[config.mk]
export PLATFORM = sky130hd
export DESIGN_NAME = mmio_sw_in
export DESIGN_NICKNAME = d
export VERILOG_FILES = /design/src/rtl/mmio_sw_in.sv
export SDC_FILE = /design/constraint.sdc
export NUM_CORES = 1
export LEC_CHECK = 0
export ABC_AREA = 0
export CAP_MARGIN = 20
export CORE_ASPECT_RATIO = 1.75
export CORE_UTILIZATION = 54
export DETAILED_ROUTE_END_ITERATION = 10
export PLACE_DENSITY = 0.8
export SETUP_SLACK_MARGIN = 0.2
export SLEW_MARGIN = 20
export SYNTH_ARGS = -nofsm -noshare
export SYNTH_HDL_FRONTEND = slang
export SYNTH_SLANG_ARGS = --single-unit
[constraint.sdc]
create_clock -name clk -period 2.16 [get_ports clk]
set_input_delay 0.432 -clock clk [delete_from_list [all_inputs] [get_ports clk]]
set_output_delay 0.432 -clock clk [all_outputs]
set_load 0.005 [all_outputs]
[src/rtl/mmio_sw_in.sv]
// Memory-mapped switch input block: synchronizes, debounces and edge-latches SW_in.
// Optional SW_IRQ_EN adds the SW_MASK register and a registered irq output.
module mmio_sw_in #(
  parameter int unsigned WIDTH      = 10,
  parameter logic [15:0] BASE_ADDR  = 16'hC001,
  parameter int unsigned PRESCALE   = 50000,
  parameter int unsigned DB_SAMPLES = 4
) (
  input  logic             clk,
  input  logic             rst_n,
  input  logic [WIDTH-1:0] SW_in,
  input  logic [15:0]      daddr,
  input  logic             en,
  input  logic             wr,
  input  logic [15:0]      data_in,
  output logic [15:0]      data_out,
  output logic             hit
`ifdef SW_IRQ_EN
  ,
  output logic             irq
`endif
);

  localparam int unsigned PW = (PRESCALE > 1) ? $clog2(PRESCALE) : 1;
  localparam int unsigned CW = $clog2(DB_SAMPLES + 1);
  localparam logic [15:0] ADDR_STATE = BASE_ADDR;
  localparam logic [15:0] ADDR_EDGE  = BASE_ADDR + 16'd1;
`ifdef SW_IRQ_EN
  localparam logic [15:0] ADDR_MASK  = BASE_ADDR + 16'd2;
`endif

  logic [WIDTH-1:0] sync1_q, sync1_d;
  logic [WIDTH-1:0] sync2_q, sync2_d;
  logic [PW-1:0]    presc_q, presc_d;
  logic [CW-1:0]    cnt_q [WIDTH];
  logic [CW-1:0]    cnt_d [WIDTH];
  logic [WIDTH-1:0] db_q, db_d;
  logic [WIDTH-1:0] edge_q, edge_d;
  logic [WIDTH-1:0] edge_clr;
  logic             tick;
  logic             sel_state;
  logic             sel_edge;
  logic             data_in_unused;
`ifdef SW_IRQ_EN
  logic [WIDTH-1:0] mask_q, mask_d;
  logic             irq_q, irq_d;
  logic             sel_mask;
`endif

  // Only the low WIDTH bits of a store carry meaning.
  assign data_in_unused = ^data_in;

  always_comb begin
    sel_state = en && (daddr == ADDR_STATE);
    sel_edge  = en && (daddr == ADDR_EDGE);
`ifdef SW_IRQ_EN
    sel_mask  = en && (daddr == ADDR_MASK);
`endif
    hit      = 1'b0;
    data_out = '0;
    if (sel_state) begin
      hit      = 1'b1;
      data_out = 16'(db_q);
    end else if (sel_edge) begin
      hit      = 1'b1;
      data_out = 16'(edge_q);
    end
`ifdef SW_IRQ_EN
    else if (sel_mask) begin
      hit      = 1'b1;
      data_out = 16'(mask_q);
    end
`endif
  end

  always_comb begin
    sync1_d = SW_in;
    sync2_d = sync1_q;
    tick    = (presc_q == PW'(PRESCALE - 1));
    presc_d = tick ? '0 : presc_q + PW'(1);

    db_d = db_q;
    for (int unsigned i = 0; i < WIDTH; i++) begin
      cnt_d[i] = cnt_q[i];
      if (tick) begin
        if (sync2_q[i] != db_q[i]) begin
          if (cnt_q[i] + CW'(1) == CW'(DB_SAMPLES)) begin
            db_d[i]  = ~db_q[i];
            cnt_d[i] = '0;
          end else begin
            cnt_d[i] = cnt_q[i] + CW'(1);
          end
        end else begin
          cnt_d[i] = '0;
        end
      end
    end

    // New edges are OR-ed in after the W1C mask so a same-cycle set wins.
    edge_clr = (wr && sel_edge) ? data_in[WIDTH-1:0] : '0;
    edge_d   = (edge_q & ~edge_clr) | (db_d ^ db_q);

`ifdef SW_IRQ_EN
    mask_d = (wr && sel_mask) ? data_in[WIDTH-1:0] : mask_q;
    irq_d  = |(edge_q & mask_q);
`endif
  end

  always_ff @(posedge clk or negedge rst_n) begin
    if (!rst_n) begin
      sync1_q <= '0;
      sync2_q <= '0;
      presc_q <= '0;
      db_q    <= '0;
      edge_q  <= '0;
      for (int unsigned i = 0; i < WIDTH; i++) begin
        cnt_q[i] <= '0;
      end
`ifdef SW_IRQ_EN
      mask_q  <= '0;
      irq_q   <= 1'b0;
`endif
    end else begin
      sync1_q <= sync1_d;
      sync2_q <= sync2_d;
      presc_q <= presc_d;
      db_q    <= db_d;
      edge_q  <= edge_d;
      for (int unsigned i = 0; i < WIDTH; i++) begin
        cnt_q[i] <= cnt_d[i];
      end
`ifdef SW_IRQ_EN
      mask_q  <= mask_d;
      irq_q   <= irq_d;
`endif
    end
  end

`ifdef SW_IRQ_EN
  assign irq = irq_q;
`endif

endmodule
==> results of run 1 <==
[what timing repair did]
| item | in CTS | in global routing |
|---|---|---|
| endpoints found under the hold margin | 17 | 0 |
| setup endpoints to repair | 11 | 20 |
| resized for setup | 107 | 9 |
| buffers inserted | 11 | 0 |
| pin swaps | 11 | 6 |
| cloned | 0 | 1 |
| hold buffers | 1 | 0 |
[cell families after synthesis]
| logic type | Yosys count | synth area share [%] |
|---|---|---|
| buffers and inverters | 45 | 5.529 |
| XOR/XNOR | 25 | 5.406 |
| other | 1 | 0.09259 |
| flip-flops | 86 | 53.14 |
| adder cells (fa/ha/maj) | 30 | 9.268 |
| multiplexers | 10 | 2.780 |
| AND/OR/NAND/NOR | 130 | 15.94 |
| AO/OA/AOI/OAI | 48 | 7.847 |
[worst max-delay path, cell delays in order]
cell	delay, ns
buf_6	0.09
nor4_4	0.26
nand4_1	0.23
buf_4	0.21
nor2b_4	0.13
buf_6	0.13
buf_6	0.10
buf_6	0.08
a22o_1	0.12
buf_2	0.11
[final cells by class]
| cell class | instances | area, um2 | share of cell area [%] |
|---|---|---|---|
| well taps | 86 | 107.6 | 2.101 |
| clock inverters | 6 | 85.08 | 1.661 |
| flip-flops and latches | 86 | 2152 | 42.01 |
| inverters | 25 | 93.84 | 1.832 |
| repair buffers | 75 | 690.7 | 13.48 |
| multi-input cells | 249 | 1754 | 34.25 |
| clock buffers | 10 | 239.0 | 4.665 |
[routing by layer]
layer	vias to the layer above	share of wire (%)	track usage [%]
met2	86	54	39.41
met4	0	3.0	11.91
met1	1470	38	25.68
met5	-	0	0
li1	1411	-	-
met3	18	5.1	7.129
[state kept, by name (all words and copies together), names as in the netlist]
register	count
cnt_q	30
presc_q	16
db_q	10
edge_q	10
sync1_q	10
sync2_q	10
[per-stage QoR]
stage          worst slack, ns  setup TNS, ns  hold WS, ns  power, mW  cell area, um2
3_3_place_gp           -0.7518         -7.769       0.3128      1.806            4659
5_1_grt                -0.2721         -1.950       0.3560      3.544            5122
6_report               -0.1615        -0.9486       0.3476      3.425            5122
2_1_floorplan           0.2965              0       0.1364      1.699            4069
4_1_cts                -0.1017        -0.2222       0.3506      3.448            5069
3_5_place_dp           -0.7866         -8.247       0.3142      1.809            4659
[placed cells by master, fill, tap and decap left out, drive strengths merged, types with 2 or more instances in the layout]
cell type and n:
buf 45, conb 6, nand4b 2, nand3b 3
o31ai 4, clkinvlp 2, nor2b 2, a21o 3
nor3 8, nor2 12, xnor2 11, o41ai 4
nand3 35, clkinv 2, ha 30, nand2 48
clkdlybuf4s15 5, clkdlybuf4s50 21, a22o 10, clkbuf 11
nor4 5, mux2 10, dlygate4sd2 2, o21ai 27
inv 25, dfrtp 86, xor2 14, nand4 5
bufinv 2, nor3b 2
[report_power, final]
group          total [mW]  leakage (nW)  internal (mW)  switching, mW
clock                1.64         0.154           1.04          0.605
sequential           1.64          1.09           1.63        0.00955
combinational       0.142          1.14         0.0723         0.0698
[path summary, 6_finish.rpt]
path	from	to	slack, ns	cells past startpoint
max	daddr[4]	data_out[2]	-0.16	10
min	sync1_q[2]$_DFF_PN0_	sync2_q[2]$_DFF_PN0_	0.35	0
max reg2reg	presc_q[13]$_DFF_PN0_	db_q[6]$_DFF_PN0_	0.31	5
min reg2reg	sync1_q[2]$_DFF_PN0_	sync2_q[2]$_DFF_PN0_	0.35	0
max in group asynchronous	rst_n	cnt_q[23]$_DFFE_PN0N_	1.03	3
min in group asynchronous	rst_n	sync1_q[1]$_DFF_PN0_	0.51	2
==> results, run 1 <==
- The layout-stage area growth over the synthesis result is 26.48%.
- The clock sink count is 86.
- After synthesis the netlist holds a flip-flop and latch count of 86.
- The highest attainable clock frequency is 0.4308 GHz.
- The number of antenna cells inserted is 0.
- After clock tree synthesis, the clock-pin slew on the worst setup and hold paths is 0.06 ns.
- Summed over all layers, the global routing overflow is 0.
- The later pin in the worst-skew pair is clocked with a latency of 0.34 ns.
- From left edge to right edge, the die measures 67.47 um.
- The number of max-slew violations in the final report is 0.
- The overall via count from detail_route is 2,985.
- The tightest min-delay check is of the reg2reg type.
- The first global-routing pass estimated 13,430 um of wire.
- For this run, the register share of the synthesized area comes to 53.14%.
- At the worst endpoint, the arrival time is 1.89 ns.
- The core footprint is 7233 um2.
- The minimum setup slack in the final design is -0.1615 ns.
- The CTS buffer count is 9.
- The dominant cell by count in the synthesized netlist is dfrtp_1.
- The first-iteration detailed-routing DRC count is 231.
- Pin placement for this block handled 63 I/O pins.
- The count of mapped cells out of synthesis is 375.
- The die covers 7864 um2.
- The tool flagged a number of max-cap violations equal to 0.
- The leading register cell type out of synthesis is dfrtp_1.
- The wire length per cell is 15.64 um.
- The number of synthesis warnings is 0.
- Data on the critical path is required at its endpoint by 1.73 ns.
- The worst setup path is of the in2out kind.
- The die is 116.6 um tall.
- VDD sags by at most 557.3 uV.
- The worst path uses 107.5% of the clock period.
- The ratio of routed vias to standard cells is 5.559.
- The total routed wirelength is 8401 um.
- After synthesis the cells add up to 4050 um2.
- The net count of the finished layout is 522.
- The estimated wirelength of the detail-placed design is 5480 um.
- The final non-filler cell total is 537.
- Setup repair after global routing could not meet its margin everywhere.
- The dominant cell type by area after synthesis is dfrtp_1.
- The smallest clock period supported by the final layout is computed as 2.321 ns.
- The peak fanout along the critical path is 3.
- The clock arrives with 0.007881 ns of skew.
- Dividing the synthesized area by the synthesized cell count gives 10.80 um2.
- The number of global-route vias before repair was 2,985.
- The final setup violation count is 11.
- STA classifies the critical path startpoint as a primary input.
- The initial cell density of the core is 55.99%.
- The clock tree synthesis step divided the H-tree into 3 levels.
- The root buffer cell chosen for the clock tree is clkbuf_16.
- The final reports fail on negative setup slack.
- After synthesis, the most frequently instantiated cells are 86 x dfrtp_1, 48 x nand2_1, 35 x nand3_1.
- Buffers placed on the I/O ports in this run total 50.
- The final weighted congestion in routability-driven placement is 0.8239.
- The number of hold violations in the final report is 0.
- The share of final-layout standard cells stronger than drive strength 1 is 16.63%.
- The type of element capturing the critical path is a primary output.
- No sink is reached through more buffers than the 2 on the longest clock path.
- The share of the core filled with cells in the final layout is 70.82%.
- TritonCTS built the clock tree.
- The flow ran to the end, but the final reports show violations.
- In this run the biggest area consumer among cell types represents 53.14% of the synthesized area.
- For this design the static power due to leakage is 2.383 nW.
- The number of instances in the placed design is 508.
- Entering global routing, the biggest net connects 70 pins.
- The filler cells instantiated in the layout total 505.
- The number of enable-type register cells in the synthesized netlist is 0.
- The number of antenna violations at the first check in global routing is 0.
- For this run, asynchronously set or reset flops after synthesis account for 100.0%.
- The number of standard-cell rows in the floorplan is 41.
- The count of distinct cell types in the synthesized netlist is 38.
- The number of DRC violations after detailed routing is 0.
- Ranked by total cell area, the synthesized netlist is headed by dfrtp_1 53%, ha_1 9.3%, nand2_1 4.4%.
- Global routing used 23.33% of the available tracks across all layers.
- For this run, the detailed router's first-pass iteration total came to 4.
- The count of nets left with antenna violations once routing finished came out at 0.
- The power per cell area is 668.7 nW/um2.
(Power assumes the default switching activity.)
==> run 2, diff against run 1 <==
SETUP_SLACK_MARGIN = 0.02   (was 0.2)
==> run 2 against run 1 <==
Compared with the run above: fmax grew 0.39%; critical path type unchanged; global-route usage is essentially flat; sequential power is essentially flat; wire length shrank 2.8%; core utilization shrank 0.76 points; worst hold slack is essentially flat; count of clock-buffer cells in the layout is the same; critical path depth is the same; clock power is essentially flat; the flow still finishes with violations (negative setup slack).
==> results, run 2 (same netlist as run 1, synthesis figures left out) <==
- The total chip power is 3.426 mW.
- The flip-flop count of the largest register after layout is 30.
- After layout, the worst setup slack is -0.1526 ns.
- Using the TritonRoute via totals, the vias-per-cell ratio works out to 5.510.
- The number of max-slew violations in the final report came to 0.
- Dividing total power by cell area gives a power density of 676.2 nW/um2.
- The top cell types in the final layout, fill and taps aside, are 86 x dfrtp_1, 48 x nand2_1, 35 x nand3_1.
- The height of the die is 116.6 um.
- The analysis attributes to cell leakage a power of 2.355 nW.
- The switching component of the power is 0.6850 mW.
- The worst setup path is of the in2out kind.
- The worst endpoint data arrival time is 1.88 ns.
- The internal power of the cells totals 2.741 mW.
- For this block, the via count after detailed routing is 2,937.
- The largest net degree at the start of global routing is 70.
- The run finished, with violations left.
- Summed over all failing endpoints, the final setup total negative slack is -0.7170 ns.
- The count of nets left with antenna violations once routing finished came out at 0.
- The switching portion of total power is 19.99%.
- The repair_antennas step left the layout with diodes totalling 0.
- The cell at the root of the clock tree is clkbuf_16.
- The number of hold violations in the final report is 0.
- Row generation in the floorplan step produced 41 rows.
- The final critical-path required period is 2.313 ns.
- The peak fanout along the critical path is 3.
- The register ranked first by flip-flop count is cnt_q.
- The part of the power in the clock network is 48.0%.
- The class of the most critical hold timing path is reg2reg.
- The most common cell after layout, fill and taps aside is dfrtp_1.
- In the final routed layout, each cell accounts on average for 15.31 um.
- The region available for standard cell placement spans 7233 um2.
- The number of antenna violations at the first check in global routing came to 0.
- Clock skew on the completed layout was measured at 0.007338 ns.
- TritonCTS created 9 clock buffers.
- The number of DRC violations after detailed routing is 0.
- The checks that failed: negative setup slack.
- The post-place setup slack is -0.7866 ns.
- The maximum ir drop on the vdd rail is 557.5 uV.
- Per report_power, the combinational group accounts for 4.1% of the total.
- The die is 67.47 um wide.
- The final non-filler cell total is 533.
- The worst-case clock buffer depth is 2.
- After clock tree synthesis, the clock-pin slew on the worst setup and hold paths is 0.06 ns.
- The total routing usage reported by global routing is 23.35%.
- The highest attainable clock frequency is 0.4324 GHz.
- The number of violations of the max-capacitance limit is 0.
- STA classifies the critical path startpoint as a primary input.
- During placement, the flow inserted port buffers numbering 50.
- The total I/O pin count is 63.
- The first TritonRoute pass finished after 5 iterations.
- The type of element capturing the critical path is a primary output.
- The later pin in the worst-skew pair is clocked with a latency of 0.34 ns.
- The share of final-layout standard cells stronger than drive strength 1 is 15.44%.
- The initial utilization of the core area, before any placement, comes to 55.99%.
- The first routing iteration left 215 violations.
- The final layout contains 518 nets.
- Counting tap cells, the placed design contains a total of 508 instances.
- The global-route wire length before repair is 13,440 um.
- TritonCTS built the clock tree.
- The final weighted congestion in routability-driven placement is 0.8239.
- The minimum hold slack is 0.3477 ns.
- From synthesis to final layout, the design area changed by 25.12%.
- The total congestion overflow after global routing is 0.
- Setup repair after global routing could not meet its margin everywhere.
- The number of global-route vias before repair was 2,996.
- The clock sink count is 86.
- The total routed wirelength is 8162 um.
- The overall die area is 7864 um2.
- CTS built an H-tree with a depth of 3.
- Setup violations remaining at the end of the flow were counted as 9.
- Of the total power, registers draw 47.8%.
- The largest registers in the layout are cnt_q x30, presc_q x16.
- At the worst endpoint, the required time is 1.73 ns.
- The estimated wirelength of the detail-placed design is 5480 um.
- The ratio of final minimum period to clock period is 107.1%.
run 2: cell count changes in the layout (fill, tap and decap cells not counted), sizes merged:
cell / before / now
buf: 45 / 42
clkbuf: 11 / 10
run 2: final timing paths:
kind | from | end | slack [ns] | depth (start not counted)
max | daddr[4] | data_out[2] | -0.15 | 10
min | sync1_q[2]$_DFF_PN0_ | sync2_q[2]$_DFF_PN0_ | 0.35 | 0
max reg2reg | presc_q[0]$_DFF_PN0_ | db_q[3]$_DFF_PN0_ | 0.25 | 6
min reg2reg | sync1_q[2]$_DFF_PN0_ | sync2_q[2]$_DFF_PN0_ | 0.35 | 0
max in group asynchronous | rst_n | cnt_q[13]$_DFFE_PN0N_ | 1.04 | 3
min in group asynchronous | rst_n | sync1_q[1]$_DFF_PN0_ | 0.51 | 2
run 2: what timing repair did:
action,4_1_cts,5_1_grt
pin swaps,11,6
gates resized for setup,105,7
hold buffers,1,0
setup endpoints to repair,11,11
endpoints found under the hold margin,17,0
setup buffers,11,0
run 2: final cells by class:
class / instances / area, um2
inverters: 25 / 93.84
fillers: 513 / 2166
clock buffers: 10 / 239.0
multi-input cells: 249 / 1750
well taps: 86 / 107.6
repair buffers: 71 / 639.4
clock inverters: 6 / 85.08
flip-flops and latches: 86 / 2152
run 2: power groups by stage:
stage	Clock [mW]	Combinational, mW	Sequential [mW]
2_1_floorplan	0	0.0327	1.67
3_3_place_gp	0	0.138	1.67
3_5_place_dp	0	0.140	1.67
4_1_cts	1.67	0.138	1.64
5_1_grt	1.75	0.156	1.64
6_report	1.65	0.141	1.64
run 2: through the flow:
| stage | cell area [um2] | utilization, % |
|---|---|---|
| 6_report | 5067 | 70.06 |
| 5_1_grt | 5067 | 70.06 |
| 4_1_cts | 5039 | 69.66 |
| 3_5_place_dp | 4659 | 64.42 |
| 3_3_place_gp | 4659 | 64.42 |
| 2_1_floorplan | 4069 | - |
run 2: worst max-delay path: stages:
cell	delay (ns)
buf_6	0.09
nor4_4	0.26
nand4_1	0.23
buf_4	0.21
nor2b_4	0.12
buf_6	0.13
buf_6	0.10
buf_6	0.08
a22o_1	0.11
buf_2	0.11
run 2: layer usage:
layer / GRT usage [%] / up-vias / wire [um] / share of wire, %
li1: - / 1406 / - / -
met1: 25.61 / 1433 / 3147 / 39
met2: 38.94 / 81 / 4377 / 54
met3: 7.227 / 17 / 398 / 4.9
met4: 13.05 / 0 / 240 / 2.9
met5: 0 / - / 0 / 0
